**config.mk**
```make
export PLATFORM = sky130hd
export DESIGN_NAME = mux_scan_sequencer
export DESIGN_NICKNAME = d
export VERILOG_FILES = /design/src/rtl/mux_scan_sequencer.sv
export SDC_FILE = /design/constraint.sdc
export NUM_CORES = 1
export LEC_CHECK = 0
export CAP_MARGIN = 20
export CORE_ASPECT_RATIO = 1.25
export CORE_MARGIN = 2
export CORE_UTILIZATION = 40
export DETAILED_ROUTE_END_ITERATION = 8
export GPL_TIMING_DRIVEN = 1
export SYNTH_ARGS = -nofsm -noshare
export SYNTH_HDL_FRONTEND = slang
export SYNTH_SLANG_ARGS = --single-unit
```
**constraint.sdc**
```tcl
create_clock -name clock -period 2.68 [get_ports clock]
set_input_delay 0.268 -clock clock [delete_from_list [all_inputs] [get_ports clock]]
set_output_delay 0.268 -clock clock [all_outputs]
set_load 0.02 [all_outputs]
```
**src/rtl/mux_scan_sequencer.sv**
```systemverilog
// Scan sequencer: steps the medium mux channel across a programmed range, driving
// high/med/low addresses, mux enable and test pulses. Define SCAN_WRAP_EN to allow 15->0 wrapping scans.
module mux_scan_sequencer #(
  parameter int SETTLE_CYCLES = 16,
  parameter int PULSE_CYCLES  = 4,
  parameter int DWELL_CYCLES  = 32
) (
  input  logic       clock,
  input  logic       reset_n,
  input  logic       start,
  input  logic       abort,
  input  logic [3:0] chan_first,
  input  logic [3:0] chan_last,
  input  logic [7:0] n_pulses,
  output logic [3:0] high_adr,
  output logic [3:0] med_adr,
  output logic [3:0] low_adr,
  output logic       mux_en,
  output logic       pulse,
  output logic       busy,
  output logic       done,
  output logic       aborted,
  output logic       err
);

  typedef enum logic [2:0] {IDLE, SETUP, SETTLE, PULSE, DWELL, NEXT, DONE} state_t;

  localparam logic [15:0] SETTLE_LD = 16'(SETTLE_CYCLES - 1);
  localparam logic [15:0] PULSE_LD  = 16'(PULSE_CYCLES - 1);
  localparam logic [15:0] DWELL_LD  = 16'(DWELL_CYCLES - 1);

  state_t      r_state;
  logic [15:0] r_phase;
  logic [7:0]  r_rep;
  logic [7:0]  r_npulses;
  logic [3:0]  r_last;
  logic [3:0]  r_med, r_high, r_low;
  logic        r_mux_en, r_pulse, r_busy, r_done, r_aborted, r_err;

  logic        w_reject;
  logic [7:0]  w_reps;
  logic [3:0]  w_med_inc;

`ifdef SCAN_WRAP_EN
  assign w_reject = 1'b0;
`else
  assign w_reject = (chan_last < chan_first);
`endif

  assign w_reps    = (n_pulses == 8'd0) ? 8'd1 : n_pulses;
  assign w_med_inc = r_med + 4'd1;

  always_ff @(posedge clock or negedge reset_n) begin
    if (!reset_n) begin
      r_state   <= IDLE;
      r_phase   <= 16'd0;
      r_rep     <= 8'd0;
      r_npulses <= 8'd1;
      r_last    <= 4'd0;
      r_med     <= 4'd0;
      r_high    <= 4'd1;
      r_low     <= 4'd15;
      r_mux_en  <= 1'b0;
      r_pulse   <= 1'b0;
      r_busy    <= 1'b0;
      r_done    <= 1'b0;
      r_aborted <= 1'b0;
      r_err     <= 1'b0;
    end else begin
      r_done    <= 1'b0;
      r_aborted <= 1'b0;
      r_err     <= 1'b0;
      // Abort wins over every in-progress transition; addresses are left untouched.
      if (r_state != IDLE && abort) begin
        r_state   <= IDLE;
        r_mux_en  <= 1'b0;
        r_pulse   <= 1'b0;
        r_busy    <= 1'b0;
        r_aborted <= 1'b1;
      end else begin
        case (r_state)
          IDLE: begin
            if (start && !abort) begin
              if (w_reject) begin
                r_err <= 1'b1;
              end else begin
                r_last    <= chan_last;
                r_npulses <= w_reps;
                r_med     <= chan_first;
                r_high    <= chan_first + 4'd1;
                r_low     <= chan_first - 4'd1;
                r_mux_en  <= 1'b0;
                r_busy    <= 1'b1;
                r_state   <= SETUP;
              end
            end
          end
          SETUP: begin
            r_mux_en <= 1'b1;
            r_phase  <= SETTLE_LD;
            r_state  <= SETTLE;
          end
          SETTLE: begin
            if (r_phase == 16'd0) begin
              r_pulse <= 1'b1;
              r_phase <= PULSE_LD;
              r_rep   <= r_npulses - 8'd1;
              r_state <= PULSE;
            end else begin
              r_phase <= r_phase - 16'd1;
            end
          end
          PULSE: begin
            if (r_phase == 16'd0) begin
              r_pulse <= 1'b0;
              r_phase <= DWELL_LD;
              r_state <= DWELL;
            end else begin
              r_phase <= r_phase - 16'd1;
            end
          end
          DWELL: begin
            if (r_phase == 16'd0) begin
              r_state <= NEXT;
            end else begin
              r_phase <= r_phase - 16'd1;
            end
          end
          NEXT: begin
            // Repeats re-pulse the same channel without a new settle period.
            if (r_rep != 8'd0) begin
              r_rep   <= r_rep - 8'd1;
              r_pulse <= 1'b1;
              r_phase <= PULSE_LD;
              r_state <= PULSE;
            end else if (r_med == r_last) begin
              r_mux_en <= 1'b0;
              r_done   <= 1'b1;
              r_state  <= DONE;
            end else begin
              r_med    <= w_med_inc;
              r_high   <= w_med_inc + 4'd1;
              r_low    <= r_med;
              r_mux_en <= 1'b0;
              r_state  <= SETUP;
            end
          end
          DONE: begin
            r_busy  <= 1'b0;
            r_state <= IDLE;
          end
          default: begin
            r_mux_en <= 1'b0;
            r_pulse  <= 1'b0;
            r_busy   <= 1'b0;
            r_state  <= IDLE;
          end
        endcase
      end
    end
  end

  assign high_adr = r_high;
  assign med_adr  = r_med;
  assign low_adr  = r_low;
  assign mux_en   = r_mux_en;
  assign pulse    = r_pulse;
  assign busy     = r_busy;
  assign done     = r_done;
  assign aborted  = r_aborted;
  assign err      = r_err;

endmodule
```
==> run summary <==
fin crit period: 2430 ps
H-tree depth: 2
FF/Latch Area: 1410 um2
Critical Path End Type: flip-flop
clock skew: 5.70 ps
Mapped Area: 3560 um2
endpoints failing setup: 0
Bufs on Longest Clock Path: 2
Clock transition at path regs: 100 ps
Area growth syn-to-layout: 19.2%
CTS tree: built
Clock Tree Root: clkbuf_8
Via-to-Cell Ratio: 5.53
cell taking the most area after synthesis: dfrtp_1
Post-synth EDFFs: 0
Overall Global Routing Usage: 19.8%
crit path kind: reg -> reg
first-pass GRT wire length: 15.2 mm
Sink Count: 56
Rel. slew slack: 47.7%
leading post-synthesis cells by cell area: dfrtp_1, mux2_2, nor3_1
fin crit share: 90.6%
worst path cell trace: inv_1, ha_1, nor4b_2, and4_1, a21oi_2, or3_1, a311o_1, a221o_1
PortBufs: 37
Pre-antenna DRT Iters: 4
largest net degree at the start of global routing: 34
Fillers: 849
vias in the first global route: 3,176
worst slack at placement: 191 ps
Fmax: 0.412 GHz
Avg WL per Cell: 15.6 um
die height: 109 um
Primary FF master, synth: dfrtp_1
# Post-CTS Setup Buffers: 0
outcome: complete, no violations
Die Area: 9670 um2
hold buffer count at CTS: 0
Synth top area share: 35.9%
final hold violation count: 0
cell count after synthesis: 386
slew of the pin with the lowest slew margin: 784 ps
Setup crit start kind: flip-flop
Synth Register Bits: 56
final RePlAce weighted congestion: 0.908
grt ovf: 0
final setup TNS: 0 ps
Initial DRC Count: 174
register area share after synthesis: 39.5%
Post-Layout Cell Count: 557
post-route cell area: 4240 um2
placed cells: 549
PD cells: 1080 nW/um2
ys async rst share: 100%
Die W: 88.4 um
number of diodes: 0
RSZ-0062 raised after global routing: false
Core Util, Final: 49.0%
Peak VDD IR: 0.000516 V
post-detail-place hpwl: 6.41 mm
LEAKAGE: 1.72 nW
worst min path class: in -> async
Final Max Tran Viols: 0
total routed wirelength: 8.67 mm
ratio of cells with drive above 1 in the final layout: 16.9%
core area: 8650 um2
most frequent cell after synthesis: dfrtp_1
initial core utilization: 41.1%
io pins: 38
clk_lat worst skew: 330 ps
Data arrival, critical path: 2650 ps
std cell rows: 38
ANT nets after route: 0
Largest stage delay, worst path: 420 ps
Min Hold Slack: 13.8 ps
Netlist cell types: 57
Final #Nets: 466
Area after DPL: 4150 um2
fin worst setup slack: 251 ps
Num CTS Buffers: 5
Post-route DRC: 0
post-CTS sizing: 0
most instantiated cells after synthesis: dfrtp_1, nor2_1, nor3_1
via count: 3,078
Mapped Nets: 416
Pwr Total: 4.60 mW
average size of a mapped cell: 9.22 um2
Multi-input gate area: 1960 um2
Synth warnings: 0
initial antenna violation count: 0
slowest stage cell, crit path: dfrtp_1
Worst EP required: 2900 ps
crit path max fanout: 4
max_cap viols: 0
[final cells by class]
cell class | count | share of cell area, %
multi-input combinational | 293 | 46.2
sequential | 56 | 33.2
timing repair buffer | 65 | 13.6
tap | 120 | 3.54
clock buffer | 7 | 2.03
inverter | 15 | 1.33
clock inverter | 1 | 0.177
[layer usage]
layer	up-vias	track usage (%)	share of wire, %
met3	10	3.30	3.5
li1	1505	-	-
met2	59	34.7	51
met1	1504	24.7	44
met4	0	6.17	1.5
met5	-	0	0
[state kept, by name, indices dropped and copies added, names as in the netlist, 3 cells and up]
name       flops
high_adr       4
low_adr        3
med_adr        4
r_last         4
r_npulses      8
r_phase       16
r_rep          8
r_state        3
[critical path: cells and delay by family, from the launching register on]
family | cells | cell delay, ps
compound gates | 3 | 700
fa+ha+maj | 1 | 190
buf+inv | 1 | 130
flops | 1 | 420
simple gates | 3 | 890
[worst paths after layout]
kind | from | endpoint | slack, ps | cells past startpoint
max | r_phase[0]$_DFFE_PN0P_ | r_rep[4]$_DFFE_PN0P_ | 250 | 8
min | reset_n | err$_DFF_PN0_ | 10 | 1
max reg2reg | r_phase[0]$_DFFE_PN0P_ | r_rep[4]$_DFFE_PN0P_ | 250 | 8
min reg2reg | mux_en$_DFFE_PN0P_ | mux_en$_DFFE_PN0P_ | 520 | 1
max in group asynchronous | reset_n | low_adr[3]$_DFFE_PN1P_ | 1930 | 2
min in group clock | mux_en$_DFFE_PN0P_ | mux_en$_DFFE_PN0P_ | 520 | 1
[placed cells by master, fill, tap and decap left out, drive strengths merged, types with 7 or more instances in the layout]
cell	instances
a21oi	22
o21ai	25
xnor2	15
ha	10
nor2	36
nand3	13
nor3	30
mux2	21
nand2	24
inv	15
nor4	10
buf	29
clkbuf	7
nor2b	8
dfrtp	51
clkdlybuf4s50	36
[power by group]
group | total [mW] | internal [mW] | switching [mW]
Combinational | 2.45 | 1.18 | 1.27
Sequential | 1.65 | 1.22 | 0.425
Clock | 0.503 | 0.211 | 0.292
[cells by family (layout without fill, tap and decap cells)]
family	Yosys count	count (layout)	share of synthesized area [%]
muxes	25	25	7.77
and+or+nand+nor	155	155	24.4
DFF	56	56	39.5
AOI/OAI and AO/OA	85	85	14.9
xor gates and xnor gates	18	18	4.43
adders and majority gates	10	10	3.51
buffers and inverters	37	88	5.38
No activity file was read; power rests on OpenSTA's default activity.
